**config.mk**
```make
export PLATFORM = sky130hd
export DESIGN_NAME = pic_command_sequencer
export DESIGN_NICKNAME = d
export VERILOG_FILES = /design/src/rtl/pic_pkg.sv /design/src/rtl/pic_sync_edge.sv /design/src/rtl/pic_command_sequencer.sv
export SDC_FILE = /design/constraint.sdc
export NUM_CORES = 1
export LEC_CHECK = 0
export CAP_MARGIN = 20
export CORE_ASPECT_RATIO = 0.9
export CORE_MARGIN = 3
export CORE_UTILIZATION = 49
export CTS_CLUSTER_DIAMETER = 150
export DETAILED_ROUTE_END_ITERATION = 7
export PLACE_DENSITY = 0.77
export SLEW_MARGIN = 20
export SYNTH_ARGS = -nofsm -noshare
export SYNTH_HDL_FRONTEND = slang
export SYNTH_SLANG_ARGS = --single-unit
```
**constraint.sdc**
```tcl
create_clock -name clock -period 1.5 [get_ports clock]
set_clock_uncertainty 0.05 [all_clocks]
set_input_delay 0.3 -clock clock [delete_from_list [all_inputs] [get_ports clock]]
set_output_delay 0.3 -clock clock [all_outputs]
set_load 0.005 [all_outputs]
```
**src/rtl/pic_pkg.sv**
```systemverilog
// Shared types and constants for the PIC command sequencer.
package pic_pkg;

  // Initialization / operating states of the command sequencer.
  typedef enum logic [2:0] {
    StWaitIcw1,
    StWaitIcw2,
    StWaitIcw3,
    StWaitIcw4,
    StReady
  } pic_state_e;

  // Bit positions inside a written command byte.
  localparam int unsigned BitIc4   = 0;
  localparam int unsigned BitSngl  = 1;
  localparam int unsigned BitD3Sel = 3;
  localparam int unsigned BitD4Sel = 4;

  // Positions of the one-cycle outcome pulses in the strobe vector.
  localparam int unsigned EvIcw1   = 0;
  localparam int unsigned EvIcw2   = 1;
  localparam int unsigned EvIcw3   = 2;
  localparam int unsigned EvIcw4   = 3;
  localparam int unsigned EvOcw1   = 4;
  localparam int unsigned EvOcw2   = 5;
  localparam int unsigned EvOcw3   = 6;
  localparam int unsigned EvSeqErr = 7;
  localparam int unsigned NumEv    = 8;

  // State that follows ICW2, given the bits latched from ICW1.
  function automatic pic_state_e pic_next_after_icw2(input logic sngl, input logic ic4,
                                                     input logic cascade_en,
                                                     input logic icw4_en);
    if (!sngl && cascade_en) begin
      return StWaitIcw3;
    end
    if (ic4 && icw4_en) begin
      return StWaitIcw4;
    end
    return StReady;
  endfunction

endpackage

```
**src/rtl/pic_sync_edge.sv**
```systemverilog
// Multi-flop synchronizer for one asynchronous bus control bit, with registered
// rise/fall pulses that appear one cycle after the synchronized level changes.
module pic_sync_edge #(
  parameter int unsigned Stages   = 2,
  parameter logic        ResetVal = 1'b1
) (
  input  logic clk_i,
  input  logic rst_ni,
  input  logic async_i,
  output logic level_o,
  output logic rise_o,
  output logic fall_o
);

  logic [Stages-1:0] chain_q;
  logic              prev_q;
  logic              rise_q;
  logic              fall_q;

  // Shift the raw input through the chain and detect edges on the last stage.
  always_ff @(posedge clk_i or negedge rst_ni) begin
    if (!rst_ni) begin
      chain_q <= {Stages{ResetVal}};
      prev_q  <= ResetVal;
      rise_q  <= 1'b0;
      fall_q  <= 1'b0;
    end else begin
      chain_q <= {chain_q[Stages-2:0], async_i};
      prev_q  <= chain_q[Stages-1];
      rise_q  <= chain_q[Stages-1] & ~prev_q;
      fall_q  <= ~chain_q[Stages-1] & prev_q;
    end
  end

  assign level_o = chain_q[Stages-1];
  assign rise_o  = rise_q;
  assign fall_o  = fall_q;

endmodule

```
**src/rtl/pic_command_sequencer.sv**
```systemverilog
// Bus-facing command sequencer of an 8259-style PIC: synchronizes the bus strobes,
// captures written bytes and steps through the ICW1..ICW4 initialization sequence
// before decoding OCW1..OCW3 in the ready state.
module pic_command_sequencer
  import pic_pkg::*;
#(
  parameter int unsigned SYNC_STAGES = 2,  // legal range 2..4
  parameter bit          CASCADE_EN  = 1'b1,
  parameter bit          ICW4_EN     = 1'b1
) (
  input  logic       clock,
  input  logic       reset_n,
  input  logic       chip_select_n,
  input  logic       read_enable_n,
  input  logic       write_enable_n,
  input  logic       address,
  input  logic [7:0] data_bus_in,
  output logic [7:0] internal_data_bus,
  output logic       write_initial_command_word_1,
  output logic       write_initial_command_word_2,
  output logic       write_initial_command_word_3,
  output logic       write_initial_command_word_4,
  output logic       write_operation_control_word_1,
  output logic       write_operation_control_word_2,
  output logic       write_operation_control_word_3,
  output logic       read,
  output logic       read_start,
  output logic       init_done,
  output logic       cascade_mode,
  output logic       sequence_error
);

  logic cs_s, rd_s, wr_s, a0_s;
  logic wr_rise;
  logic cs_rise_unused, cs_fall_unused, rd_rise_unused, rd_fall_unused;
  logic wr_fall_unused, a0_rise_unused, a0_fall_unused;

  pic_sync_edge #(.Stages(SYNC_STAGES), .ResetVal(1'b1)) u_sync_cs (
    .clk_i   (clock),
    .rst_ni  (reset_n),
    .async_i (chip_select_n),
    .level_o (cs_s),
    .rise_o  (cs_rise_unused),
    .fall_o  (cs_fall_unused)
  );

  pic_sync_edge #(.Stages(SYNC_STAGES), .ResetVal(1'b1)) u_sync_rd (
    .clk_i   (clock),
    .rst_ni  (reset_n),
    .async_i (read_enable_n),
    .level_o (rd_s),
    .rise_o  (rd_rise_unused),
    .fall_o  (rd_fall_unused)
  );

  pic_sync_edge #(.Stages(SYNC_STAGES), .ResetVal(1'b1)) u_sync_wr (
    .clk_i   (clock),
    .rst_ni  (reset_n),
    .async_i (write_enable_n),
    .level_o (wr_s),
    .rise_o  (wr_rise),
    .fall_o  (wr_fall_unused)
  );

  pic_sync_edge #(.Stages(SYNC_STAGES), .ResetVal(1'b0)) u_sync_a0 (
    .clk_i   (clock),
    .rst_ni  (reset_n),
    .async_i (address),
    .level_o (a0_s),
    .rise_o  (a0_rise_unused),
    .fall_o  (a0_fall_unused)
  );

  // ---------------------------------------------------------------------------
  // Write capture
  // ---------------------------------------------------------------------------
  logic [7:0] shadow_q;
  logic       shadow_a0_q;
  logic       cs_prev_q;   // synchronized CS one cycle back
  logic       wr_cs_ok_q;  // CS was low in the cycle before the WR rise
  logic       write_event;

  // Sample the bus on every selected write cycle; the last sample wins.
  always_ff @(posedge clock or negedge reset_n) begin
    if (!reset_n) begin
      shadow_q    <= 8'h00;
      shadow_a0_q <= 1'b0;
      cs_prev_q   <= 1'b1;
      wr_cs_ok_q  <= 1'b0;
    end else begin
      if (!cs_s && !wr_s) begin
        shadow_q    <= data_bus_in;
        shadow_a0_q <= a0_s;
      end
      cs_prev_q  <= cs_s;
      wr_cs_ok_q <= ~cs_prev_q;
    end
  end

  // wr_rise is registered one cycle after the synchronized rise, so wr_cs_ok_q
  // lines up with CS as seen in the cycle before that rise.
  assign write_event = wr_rise & wr_cs_ok_q;

  // ---------------------------------------------------------------------------
  // Command decode and sequencing
  // ---------------------------------------------------------------------------
  pic_state_e       state_q, state_d;
  logic             sngl_q, sngl_d;
  logic             ic4_q, ic4_d;
  logic             cascade_q, cascade_d;
  logic [NumEv-1:0] strb_q, strb_d;
  logic [7:0]       data_q, data_d;
  logic             init_done_q;

  // Decode a completed write against the current state into one outcome pulse.
  always_comb begin
    state_d   = state_q;
    sngl_d    = sngl_q;
    ic4_d     = ic4_q;
    cascade_d = cascade_q;
    strb_d    = '0;
    data_d    = data_q;
    if (write_event) begin
      data_d = shadow_q;
      if (!shadow_a0_q && shadow_q[BitD4Sel]) begin
        // ICW1 restarts initialization from any state.
        strb_d[EvIcw1] = 1'b1;
        sngl_d         = shadow_q[BitSngl];
        ic4_d          = shadow_q[BitIc4];
        cascade_d      = ~shadow_q[BitSngl] & CASCADE_EN;
        state_d        = StWaitIcw2;
      end else if (!shadow_a0_q) begin
        if (state_q == StReady) begin
          if (shadow_q[BitD3Sel]) begin
            strb_d[EvOcw3] = 1'b1;
          end else begin
            strb_d[EvOcw2] = 1'b1;
          end
        end else begin
          strb_d[EvSeqErr] = 1'b1;
        end
      end else begin
        case (state_q)
          StWaitIcw2: begin
            strb_d[EvIcw2] = 1'b1;
            state_d        = pic_next_after_icw2(sngl_q, ic4_q, CASCADE_EN, ICW4_EN);
          end
          StWaitIcw3: begin
            strb_d[EvIcw3] = 1'b1;
            state_d        = (ic4_q && ICW4_EN) ? StWaitIcw4 : StReady;
          end
          StWaitIcw4: begin
            strb_d[EvIcw4] = 1'b1;
            state_d        = StReady;
          end
          StReady: begin
            strb_d[EvOcw1] = 1'b1;
          end
          default: begin
            // A0=1 before ICW1 has nothing to program.
            strb_d[EvSeqErr] = 1'b1;
          end
        endcase
      end
    end
  end

  // Sequencer state and registered outputs.
  always_ff @(posedge clock or negedge reset_n) begin
    if (!reset_n) begin
      state_q     <= StWaitIcw1;
      sngl_q      <= 1'b0;
      ic4_q       <= 1'b0;
      cascade_q   <= 1'b0;
      strb_q      <= '0;
      data_q      <= 8'h00;
      init_done_q <= 1'b0;
    end else begin
      state_q     <= state_d;
      sngl_q      <= sngl_d;
      ic4_q       <= ic4_d;
      cascade_q   <= cascade_d;
      strb_q      <= strb_d;
      data_q      <= data_d;
      init_done_q <= (state_d == StReady);
    end
  end

  // ---------------------------------------------------------------------------
  // Read path, independent of the write sequencer
  // ---------------------------------------------------------------------------
  logic read_q;
  logic read_start_q;

  // Registered read level and its first-cycle pulse.
  always_ff @(posedge clock or negedge reset_n) begin
    if (!reset_n) begin
      read_q       <= 1'b0;
      read_start_q <= 1'b0;
    end else begin
      read_q       <= ~cs_s & ~rd_s;
      read_start_q <= ~cs_s & ~rd_s & ~read_q;
    end
  end

  assign internal_data_bus              = data_q;
  assign write_initial_command_word_1   = strb_q[EvIcw1];
  assign write_initial_command_word_2   = strb_q[EvIcw2];
  assign write_initial_command_word_3   = strb_q[EvIcw3];
  assign write_initial_command_word_4   = strb_q[EvIcw4];
  assign write_operation_control_word_1 = strb_q[EvOcw1];
  assign write_operation_control_word_2 = strb_q[EvOcw2];
  assign write_operation_control_word_3 = strb_q[EvOcw3];
  assign sequence_error                 = strb_q[EvSeqErr];
  assign read                           = read_q;
  assign read_start                     = read_start_q;
  assign init_done                      = init_done_q;
  assign cascade_mode                   = cascade_q;

endmodule

```
==> results_dict.tcl <==
set metrics [dict create \
    syn-num-nets 143 \
    setup_viol 0 \
    worst_ep_arrival_time_ns 1.10 \
    worstPathBufferInverterCount 1 \
    fmax_ghz 0.691 \
    synth_area_mm2 0.00167 \
    synth_seq_cells 46 \
    cts_buffer_depth 2 \
    clk_latency_ns 0.29 \
    critPathSlowestCell "clkdlybuf4s50_1" \
    n_antenna_cell 0 \
    p_leak_nw 1.13 \
    multi_input_area_um2 474 \
    grt_pass1_wl_mm 4.73 \
    seqCellArea_mm2 0.00116 \
    routedWlPerCell_um 13.3 \
    path_cells "clkdlybuf4s50_1" \
    rsz0062_at_grt "false" \
    antenna_found_initial 0 \
    ir_drop_v 0.000820 \
    reg2reg_setup_slack_ns 0.15 \
    grtUsageMet1_pct 20.6 \
    cts.sinks 46 \
    path_max_fanout 1 \
    place_hpwl_mm 1.94 \
    dieWidth_um 67.6 \
    period_needed_ns 1.45 \
    syn_inst 129 \
    synth_top_flop_cell "dfrtp_1" \
    synth-edff-count 0 \
    start_util_pct 52.9 \
    yosysMostFrequentCell "dfrtp_1" \
    finalHoldViolations 0 \
    ys_top_cells_by_area "dfrtp_1 57%, dfstp_2 13%, mux2_2 6.1%" \
    hp-class "flop to flop" \
    gp_congestion 0.835 \
    finalWorstSetupSlack_ns 0.0521 \
    cp_top_family "buffers and inverters" \
    coreArea_mm2 0.00316 \
    synth_mux_area_share_pct 6.06 \
    min_from "u_sync_wr.chain_q[0]$_DFF_PN1_" \
    nFillCells 248 \
    cpPeakStageDelay_ns 0.49 \
    holdWs_ns 0.304 \
    synth_top_area_share_pct 56.8 \
    crit_type "flop to output pin" \
    fin_crit_sh_pct 96.5 \
    antenna_left 0 \
    cts.reportedPaths.clkPinSlew_ns 0.08 \
    synth_top_area_cell "dfrtp_1" \
    final_layout_size_suffix_gt1_share_pct 21.3 \
    yosysSeqAreaShare_pct 69.4 \
    holdPathStages 0 \
    synth_warnings 0 \
    die_h_um 61.4 \
    drtIter0Drc 48 \
    track_usage_pct 16.3 \
    grt.busiest_layer "met2" \
    dr.pass1.iters 4 \
    synth_fa_ha_area_share_pct 0 \
    slew_headroom_pct 68.1 \
    placed_cell_area_mm2 0.00205 \
    vias_per_cell 4.95 \
    grt_use_met2_pct 24.8 \
    netlist_top_cells_count "38 x dfrtp_1, 27 x nand2_1, 9 x mux2_2" \
    yosys.cell_types.count 29 \
    syn-mean-instance-area_um2 13.0 \
    final_area_mm2 0.00219 \
    tritoncts "yes" \
    grtUsageMet3_pct 6.57 \
    power.density_mw_per_mm2 1260 \
    synth_compound_area_share_pct 5.16 \
    grt_max_degree 47 \
    htreeDepth 2 \
    crit_path_start_kind "flop" \
    nNetsFinal 187 \
    tightest_slew_ns 0.478 \
    cp-end-kind "output pin" \
    dieArea_mm2 0.00415 \
    total_power_mw 2.76 \
    worst_hold_path.endpoint "u_sync_wr.chain_q[1]$_DFF_PN1_" \
    synth_simple_gate_area_share_pct 17.1 \
    grt_pass1_vias 1017 \
    root_buffer "clkbuf_8" \
    rr_worst_depth 2 \
    crit_required_ns 1.15 \
    slew_violations 0 \
    post-place-ws_ns 0.154 \
    vias 1069 \
    area.growth.synth_to_final_pct 30.7 \
    async_flop_share_pct 100 \
    routed_wl_mm 2.87 \
    maxCapViolCount 0 \
    io_buffers 33 \
    r2r_start "u_sync_wr.chain_q[1]$_DFF_PN1_" \
    synthXorXnorAreaFrac_pct 0 \
    rows 19 \
    finalSetupTns_ns 0 \
    ios 34 \
    status "finished, final reports clean" \
    drc 0 \
    r2r_end "shadow_q[1]$_DFFE_PN0P_" \
    globalRouteOverflowTotal 0 \
    synth_top_family_by_area "simple AND/OR/NAND/NOR gates" \
    cts_buffers 5 \
]
[per-layer routing]
metal | vias up | wire (um) | share of wire, %
met4 | 0 | 51 | 1.8
met5 | - | 0 | 0
met2 | 32 | 1430 | 50
li1 | 517 | - | -
met3 | 5 | 191 | 6.7
met1 | 515 | 1200 | 42
[per-stage QoR]
stage	utilization [%]	std cells
final	69.2	216
after global placement	64.8	203
after floorplan	-	129
after CTS	68.4	215
after global routing	69.2	216
after detailed placement	64.8	203
[layout make-up]
class	instances	area share (%)
sequential	46	53.1
multi-input combinational	77	21.7
timing repair buffer	39	18.0
clock buffer	7	3.95
tap	42	2.40
inverter	4	0.686
clock inverter	1	0.229
[cell families after synthesis]
logic type | Yosys count
and+or+nand+nor | 55
DFF | 46
AOI/OAI and AO/OA | 13
muxes | 9
buffers and inverters | 6
[registers in the layout, summed over array words and instances, names as in the netlist, 2 cells and up]
name / flops
u_sync_cs.chain_q: 2
u_sync_a0.chain_q: 2
strb_q: 8
u_sync_rd.chain_q: 2
internal_data_bus: 8
u_sync_wr.chain_q: 2
state_q: 3
shadow_q: 8
[worst max-delay path by stage]
stage | to | slack [ns] | from | cells past startpoint
global placement | shadow_q[5]$_DFFE_PN0P_ | 0.20 | u_sync_wr.chain_q[1]$_DFF_PN1_ | 2
CTS | internal_data_bus[6] | 0.003 | internal_data_bus[6]$_DFFE_PN0P_ | 1
global route | write_initial_command_word_1 | 0.003 | strb_q[0]$_DFF_PN0_ | 1
detailed placement | shadow_q[0]$_DFFE_PN0P_ | 0.15 | u_sync_wr.chain_q[1]$_DFF_PN1_ | 2
floorplan | sngl_q$_DFFE_PN0P_ | 0.24 | u_sync_wr.rise_o$_DFF_PN0_ | 4
finish | write_initial_command_word_1 | 0.05 | strb_q[0]$_DFF_PN0_ | 1
[cell usage in the layout, fill, tap and decap left out, types with 2 or more instances in the layout]
cell             netlist  routed
a21oi_1                2       2
and2_1                 2       2
and2b_1                2       2
and3_1                 3       3
buf_4                  0       4
clkbuf_8               0       6
clkdlybuf4s50_1        0      17
dfrtp_1               38      38
dfstp_2                8       8
dlygate4sd2_1          0       8
dlymetal6s2s_1         0       7
inv_1                  4       4
mux2_2                 9       9
nand2_1               27      27
nand2_2                2       2
nand3_1                3       3
nor2_1                 5       5
nor2b_1                2       2
nor3_1                 2       2
o211ai_1               2       2
o21ai_0                4       4
[report_power, final]
part	internal (mW)	total [mW]	leakage [nW]	switching (mW)
combinational	0.264	0.461	0.521	0.197
clock	0.372	0.751	0.0482	0.380
sequential	1.40	1.54	0.565	0.139
total	2.04	2.76	1.13	0.716
[repair_timing]
action / 4_1_cts / 5_1_grt
resized for setup: 8 / 7
hold buffers: 1 / 0
setup endpoints to repair: 9 / 7
hold endpoints to repair: 38 / 0
setup buffers: 3 / 1
No activity file was read; power rests on OpenSTA's default activity.
